[src/rtl/regfile_ws_pkg.sv]
// regfile_ws_pkg: shared widths and the queued write entry for the regfile write scheduler.
package regfile_ws_pkg;
    localparam int AW_DEF = 5;
    localparam int DW_DEF = 32;
    typedef struct packed {
        logic [AW_DEF-1:0] addr;
        logic [DW_DEF-1:0] data;
    } ws_entry_t;
endpackage

[src/rtl/ws_fifo.sv]
// ws_fifo: dual-push single-pop in-order FIFO with a per-entry address match for hazard checks.
module ws_fifo
    import regfile_ws_pkg::*;
#(
    parameter int  DEPTH   = 4,
    parameter int  AW      = AW_DEF,
    parameter type entry_t = ws_entry_t,
    localparam int PW      = $clog2(DEPTH),
    localparam int CW      = PW + 1
) (
    input  logic             clk,
    input  logic             rst,
    input  logic             push1,
    input  logic             push2,
    input  entry_t           in1,
    input  entry_t           in2,
    input  logic             pop,
    input  logic [AW-1:0]    match_addr,
    output logic [CW-1:0]    count,
    output entry_t           head,
    output logic [DEPTH-1:0] match
);
    entry_t        mem_q [DEPTH];
    entry_t        mem_d [DEPTH];
    logic [PW-1:0] wp_q, wp_d, rp_q, rp_d;
    logic [CW-1:0] count_q, count_d;

    // slot2 lands just behind slot1 when both push, otherwise at the tail
    always_comb begin
        mem_d = mem_q;
        if (push1) mem_d[wp_q] = in1;
        if (push2) mem_d[wp_q + PW'(push1)] = in2;
        wp_d    = wp_q + PW'(push1) + PW'(push2);
        rp_d    = rp_q + PW'(pop);
        count_d = count_q + CW'(push1) + CW'(push2) - CW'(pop);
    end

    always_ff @(posedge clk or negedge rst) begin
        if (!rst) begin
            mem_q   <= '{default: '0};
            wp_q    <= '0;
            rp_q    <= '0;
            count_q <= '0;
        end else begin
            mem_q   <= mem_d;
            wp_q    <= wp_d;
            rp_q    <= rp_d;
            count_q <= count_d;
        end
    end

    for (genvar g = 0; g < DEPTH; g++) begin : g_match
        logic [PW-1:0] off;
        assign off      = PW'(g) - rp_q;
        assign match[g] = (CW'(off) < count_q) && (mem_q[g].addr == match_addr);
    end

    assign count = count_q;
    assign head  = mem_q[rp_q];
endmodule

[src/rtl/regfile_write_sched.sv]
// regfile_write_sched: queues writeback writes and round-robins them with load returns
// onto a single registered register-file write port.
module regfile_write_sched
    import regfile_ws_pkg::*;
#(
    parameter int DEPTH   = 4,
    parameter int AW      = AW_DEF,
    parameter int DW      = DW_DEF,
    parameter int DROP_R0 = 1
) (
    input  logic          clk,
    input  logic          rst,
    input  logic [1:0]    wb_write,
    input  logic [DW-1:0] wb_d1,
    input  logic [AW-1:0] wb_a1,
    input  logic [DW-1:0] wb_d2,
    input  logic [AW-1:0] wb_a2,
    output logic          wb_ready,
    input  logic          ld_valid,
    input  logic [AW-1:0] ld_addr,
    input  logic [DW-1:0] ld_data,
    output logic          ld_ready,
    output logic          rf_we,
    output logic [AW-1:0] rf_wa,
    output logic [DW-1:0] rf_wd,
    output logic          err
);
    localparam int CW = $clog2(DEPTH) + 1;

    typedef struct packed {
        logic [AW-1:0] addr;
        logic [DW-1:0] data;
    } entry_t;

    entry_t           e1, e2, head;
    logic [CW-1:0]    count;
    logic [DEPTH-1:0] match;
    logic             push1, push2, q_elig, ld_elig, grant_q, grant_ld, ld_r0;
    logic             rf_we_q, rf_we_d, rr_last_q, rr_last_d, err_q, err_d;
    logic [AW-1:0]    rf_wa_q, rf_wa_d;
    logic [DW-1:0]    rf_wd_q, rf_wd_d;

    assign e1       = '{wb_a1, wb_d1};
    assign e2       = '{wb_a2, wb_d2};
    assign wb_ready = count <= CW'(DEPTH - 2);
    assign push1    = wb_ready && wb_write[0] && !(DROP_R0 != 0 && wb_a1 == '0);
    assign push2    = wb_ready && wb_write[1] && !(DROP_R0 != 0 && wb_a2 == '0);
    assign ld_r0    = DROP_R0 != 0 && ld_addr == '0;

    // entries pushed this edge are younger than the load, so only the old contents are matched
    assign q_elig   = count != '0;
    assign ld_elig  = ld_valid && !(|match);
    assign grant_q  = q_elig && (!ld_elig || rr_last_q);
    assign grant_ld = ld_elig && (!q_elig || !rr_last_q);
    assign ld_ready = grant_ld;

    ws_fifo #(.DEPTH(DEPTH), .AW(AW), .entry_t(entry_t)) u_fifo (
        .clk        (clk),
        .rst        (rst),
        .push1      (push1),
        .push2      (push2),
        .in1        (e1),
        .in2        (e2),
        .pop        (grant_q),
        .match_addr (ld_addr),
        .count      (count),
        .head       (head),
        .match      (match)
    );

    always_comb begin
        rf_we_d   = 1'b0;
        rf_wa_d   = rf_wa_q;
        rf_wd_d   = rf_wd_q;
        rr_last_d = grant_ld ? 1'b1 : grant_q ? 1'b0 : rr_last_q;
        err_d     = err_q || (wb_write != 2'b00 && !wb_ready);
        if (grant_q) begin
            rf_we_d = 1'b1;
            rf_wa_d = head.addr;
            rf_wd_d = head.data;
        end else if (grant_ld && !ld_r0) begin
            rf_we_d = 1'b1;
            rf_wa_d = ld_addr;
            rf_wd_d = ld_data;
        end
    end

    always_ff @(posedge clk or negedge rst) begin
        if (!rst) begin
            rf_we_q   <= 1'b0;
            rf_wa_q   <= '0;
            rf_wd_q   <= '0;
            rr_last_q <= 1'b0;
            err_q     <= 1'b0;
        end else begin
            rf_we_q   <= rf_we_d;
            rf_wa_q   <= rf_wa_d;
            rf_wd_q   <= rf_wd_d;
            rr_last_q <= rr_last_d;
            err_q     <= err_d;
        end
    end

    assign rf_we = rf_we_q;
    assign rf_wa = rf_wa_q;
    assign rf_wd = rf_wd_q;
    assign err   = err_q;
endmodule

[config.mk]
export PLATFORM = sky130hd
export DESIGN_NAME = regfile_write_sched
export DESIGN_NICKNAME = d
export VERILOG_FILES = /design/src/rtl/regfile_ws_pkg.sv /design/src/rtl/ws_fifo.sv /design/src/rtl/regfile_write_sched.sv
export SDC_FILE = /design/constraint.sdc
export NUM_CORES = 1
export LEC_CHECK = 0
export CORE_UTILIZATION = 59
export CTS_CLUSTER_DIAMETER = 200
export DETAILED_ROUTE_END_ITERATION = 10
export PLACE_DENSITY = 0.94
export SLEW_MARGIN = 20
export SYNTH_ARGS = -nofsm -noshare
export SYNTH_HDL_FRONTEND = slang
export SYNTH_SLANG_ARGS = --single-unit
[constraint.sdc]
create_clock -name clk -period 9.95 [get_ports clk]
set_input_delay 1.99 -clock clk [delete_from_list [all_inputs] [get_ports clk]]
set_output_delay 1.99 -clock clk [all_outputs]
set_load 0.05 [all_outputs]
-- Yosys cells after proc, flatten, opt, wreduce, memory -nomap -nowiden
Cells that the tools add are included.
- muxes and demuxes: 19
- magnitude comparators: 10
- reductions and logical operators: 34
- add/sub/neg operators: 10
- equality and inequality tests: 4
- bitwise gates (word level): 3
- operators by type and width (cell ; number):
    bitwise mux 148 bit ; 2
    two-way mux 148 bit ; 2
    demux 37 bit (select 2 bit) ; 2
    two-way mux 37 bit ; 4
    binary-select mux 37 bit (select 2 bit) ; 1
    two-way mux 32 bit ; 2
    == test 5 bit ; 4
    logical AND 1 bit ; 15
    zero test 5 bit ; 3
    < comparator 2 x 3 -> 1 bit ; 4
    two-way mux 5 bit ; 2
    >= comparator 3 bit, second input constant ; 3
    NOT 2 -> 3 bit ; 3
    zero test 1 bit ; 8
    adder 2 x 1 -> 2 bit ; 3
    adder 3 x 1 -> 3 bit ; 2
    < comparator 3 x 1 -> 1 bit, second input constant ; 2
    nonzero test 2 bit ; 3
    two-way mux 1 bit ; 4
    OR reduction 4 bit ; 1
    subtractor 1 x 2 -> 2 bit, first input constant ; 2
    subtractor 2 bit, first input constant ; 2
    less-or-equal comparator 3 x 2 -> 1 bit, second input constant ; 1
    logical OR 1 bit ; 3
    2 further kinds ; 2
- output and inout bits: 41
- input port bits: 116
- word-level logic and storage cells: 96
- register bits: 195

-- Logic depth before layout (Yosys ltp)
- depth after elaboration: 11
- depth in mapped cells: 18
- depth with buffers taken out: 14

-- Modules after synthesis
A second synthesis with hierarchy kept.
- cells, all modules: 1164
- area total of the unflattened synthesis: 10381.2 um2
- modules (own cells, without submodules) (module ; seq. area each (um2) ; times used ; area an instance (um2) ; cells each):
    ws_fifo ; 3878.7 ; 1 ; 8478.1 ; 944
    regfile_write_sched ; 1001.0 ; 1 ; 1903.1 ; 220

-- Worst setup path before layout
Ideal clock, no wire load.
- path type: in2out
- start point: input ld_addr[2]
- end point: output ld_ready
- data arrival time: 4.144 ns
- path buffers: 3
- data required time: 7.960 ns
- stages: 8
- path slack: 3.816 ns
- cell sequence: buf_2 -> xor2_1 -> nor3_1 -> and4_4 -> or4_4 -> buf_6 -> buf_6 -> a21oi_1
- word-level cells in the longest chain between the ends: 6
- elaborated cells on any way between the ends: 12
- those cells by class: 4 x eq/ne; 8 x reduce/logical
- ends and longest elaborated chain (element ; line ; RTL):
    from (decl) ; regfile_write_sched.sv:20 ; input logic [AW-1:0] ld_addr,
    == test 5 bit ; ws_fifo.sv:55 ; assign match[g] = (CW'(off) < count_q) && (mem_q[g].addr == match_addr);
    logical AND 1 bit ; ws_fifo.sv:55 ;
    OR reduction 4 bit (*) ; regfile_write_sched.sv:52 ; assign ld_elig = ld_valid && !(|match);
    zero test 1 bit (*) ; regfile_write_sched.sv:52 ;
    logical AND 1 bit (*) ; regfile_write_sched.sv:52 ;
    logical AND 1 bit (*) ; regfile_write_sched.sv:54 ; assign grant_ld = ld_elig && (!q_elig || !rr_last_q);
    to (decl) ; regfile_write_sched.sv:22 ; output logic ld_ready,
Mark *: on every way between the ends. The rest lies on a longest branch, timed or not.

-- Worst setup path after layout
- start point: input ld_addr[4]
- end point: output ld_ready
Same word-level chain as after synthesis.

==> run metrics <==
status=completed; Initial Util=60.65%; most frequent CP cell=clkdlybuf4s50_1; HP Class=reg -> reg; core area=17420 µm²; Hold WS=490.9 ps; final WL=30390 µm; CTS clk-pin slew, worst paths=80 ps; sw frac=42.24%; crit-path max cell delay=730 ps; final instance area=12850 µm²; critical-path cell list=clkdlybuf4s50_1, xnor2_1, nand3_1, a2111oi_2, or4_4, a21oi_1, clkdlybuf4s50_1; share of cells above drive strength 1=10.79%; clock buffer depth=2; minimum clock period after layout=7303 ps; buffers plus inverters on the worst setup path=2; type of the worst setup path=in -> out; routed length per placed instance=22.41 µm; CTS tree=built; syn_nets=1135; Clock Latency Late Sink=440 ps; Final nets=1245; most frequent cells in the layout=dfrtp_1, o21ai_0, clkdlybuf4s50_1; Total Power=4.401 mW; worst setup margin=2647 ps; CP top delay family=buffers and inverters; Crit-path slowest cell=a2111oi_2; Cell Area, Synth=10560 µm²; critical path required time=7960 ps; Remaining DRCs=0; Routed Antenna Nets=0; Setup Buffers After CTS=0; Worst slew margin=35.43%; flop and latch count out of synthesis=195; CP endpoint kind=output port; register area share after synthesis=46.19%; CP max FO=40; pwr dens=342.6 nW/µm²; final max-slew violation count=0; die height=135.8 µm; H-tree depth=4; I/O pins=157; Area growth syn-to-layout=21.60%; Max Clk Rate=136.9 MHz; Setup TNS=0 ps; Syn Inst Count=1008; peak supply drop=0.2318 mV; Leak=5.070 nW; Final Hold Viols=0; Sequential Power Share=33.2%; YS warnings=0; clock sinks=195; # hold bufs at CTS=0; pin count of the biggest net entering global routing=121; Port Buffers=156; GPL Wtd Cong=0.9238; Top FF cell, synth=dfrtp_1; vias=8844; commonest non-fill, non-tap cell in the layout=dfrtp_1; pre-CTS setup slack=2900 ps; Critical Path AT=5310 ps; worst slew pin tran=968.5 ps; CTS Buf Count=17; vias per cell=6.522; diode count=0; max cap viols=0; crit start category=input pin; final worst clock skew=12.66 ps; final setup violation count=0; post-DP HPWL=18770 µm; Comb power frac=49.2%; RSZ-0062 raised after global routing=false; post-synth cell types=50; clock root buffer=clkbuf_16; asr flop ratio synth=100.0%; clock group share of total power=17.6%; row cnt=48; Pre-antenna DRT Iters=5; vias in the first global route=9216; antenna violations before repair=0; grt total ovfl=0; post-cts gate resize count=0; Detailed Route Iter0 Violations=975; Overall Global Routing Usage=34.53%; DP Area=12190 µm²; syn_area_per_cell=10.48 µm²; Pint=2.542 mW; period utilisation layout=73.40%; die area=18440 µm²; die width=135.8 µm; first-pass GRT wire length=48100 µm; number of flops mapped to enable cells by yosys=0; net switching power=1.859 mW
synthesized netlist by cell type (3+ instances only):
library cell    n  area share, %
nand2_1       150            5.3
nor2b_1         3           0.18
o21ai_1        17           0.81
nor2_1          4           0.14
nor3_2          3           0.28
inv_1          10           0.36
ha_1            9            1.1
o21ai_0       165            7.8
nor3_1         43            2.0
buf_2          19           0.90
a21oi_1         6           0.28
xnor2_1        20            1.7
dfrtp_1       195             46
buf_4           7           0.50
buf_6          11            1.2
clkbuf_1       47            1.7
a211oi_2        3           0.36
a31oi_1        32            1.9
a211oi_1        3           0.21
nand3_1        34            1.6
mux4_2         37            7.9
xor2_1          5           0.41
mux2i_1       148             14
logic make-up after synthesis:
family          synth area share, %
compound gates                12.39
xor+xnor                      2.073
fa+ha+maj                     1.445
buf+inv                       4.761
flops                         46.19
mux                           21.91
simple gates                  11.23
power by group through the flow:
stage,clock network (mW),logic [mW],registers (mW)
global route,0.808,2.32,1.49
detailed placement,0,2.11,1.45
CTS,0.773,2.14,1.45
finish,0.776,2.16,1.46
global placement,0,2.02,1.43
floorplan,0,1.28,1.64
sequential cells by signal, summed over array words and instances, names as in the netlist:
register / flops
err: 1
rf_wa: 5
rf_wd: 32
rf_we: 1
rr_last_q: 1
u_fifo.count: 3
u_fifo.mem_q: 148
u_fifo.rp_q: 2
u_fifo.wp_q: 2
worst paths after layout:
| path | start | endpoint | slack (ps) | cells after the start |
|---|---|---|---|---|
| worst max-delay path | ld_addr[4] | ld_ready | 2650 | 7 |
| worst min-delay path | err$_DFF_PN0_ | err$_DFF_PN0_ | 490 | 1 |
| worst max register to register | u_fifo.rp_q[0]$_DFF_PN0_ | u_fifo.count[2]$_DFF_PN0_ | 5720 | 12 |
| worst min register to register | err$_DFF_PN0_ | err$_DFF_PN0_ | 490 | 1 |
| max in group asynchronous | rst | rf_wd[13]$_DFFE_PN0P_ | 6670 | 2 |
| min in group asynchronous | rst | u_fifo.mem_q[140]$_DFF_PN0_ | 1670 | 1 |
area by class of cell:
type	count	area, µm²
Multi-Input combinational cell	715	5253
Sequential cell	195	4882
Fill cell	1126	4571
Timing Repair Buffer	179	1738
Clock buffer	17	425.4
Tap cell	225	281.5
Clock inverter	15	229.0
Inverter	10	37.54
per-stage QoR:
stage	std cells	utilization, %
2_1_floorplan	1008	-
3_3_place_gp	1324	69.91
3_5_place_dp	1324	69.96
4_1_cts	1356	73.72
5_1_grt	1356	73.76
6_report	1356	73.76
metal layers:
| layer | vias to the layer above | track usage (%) | part of all wire, % |
|---|---|---|---|
| met2 | 569 | 58.19 | 50 |
| li1 | 3848 | - | - |
| met5 | - | 0 | 0 |
| met3 | 85 | 5.667 | 8.6 |
| met1 | 4342 | 43.37 | 38 |
| met4 | 0 | 16.73 | 3.0 |
Note: power is estimated with default switching activity, not from simulation.
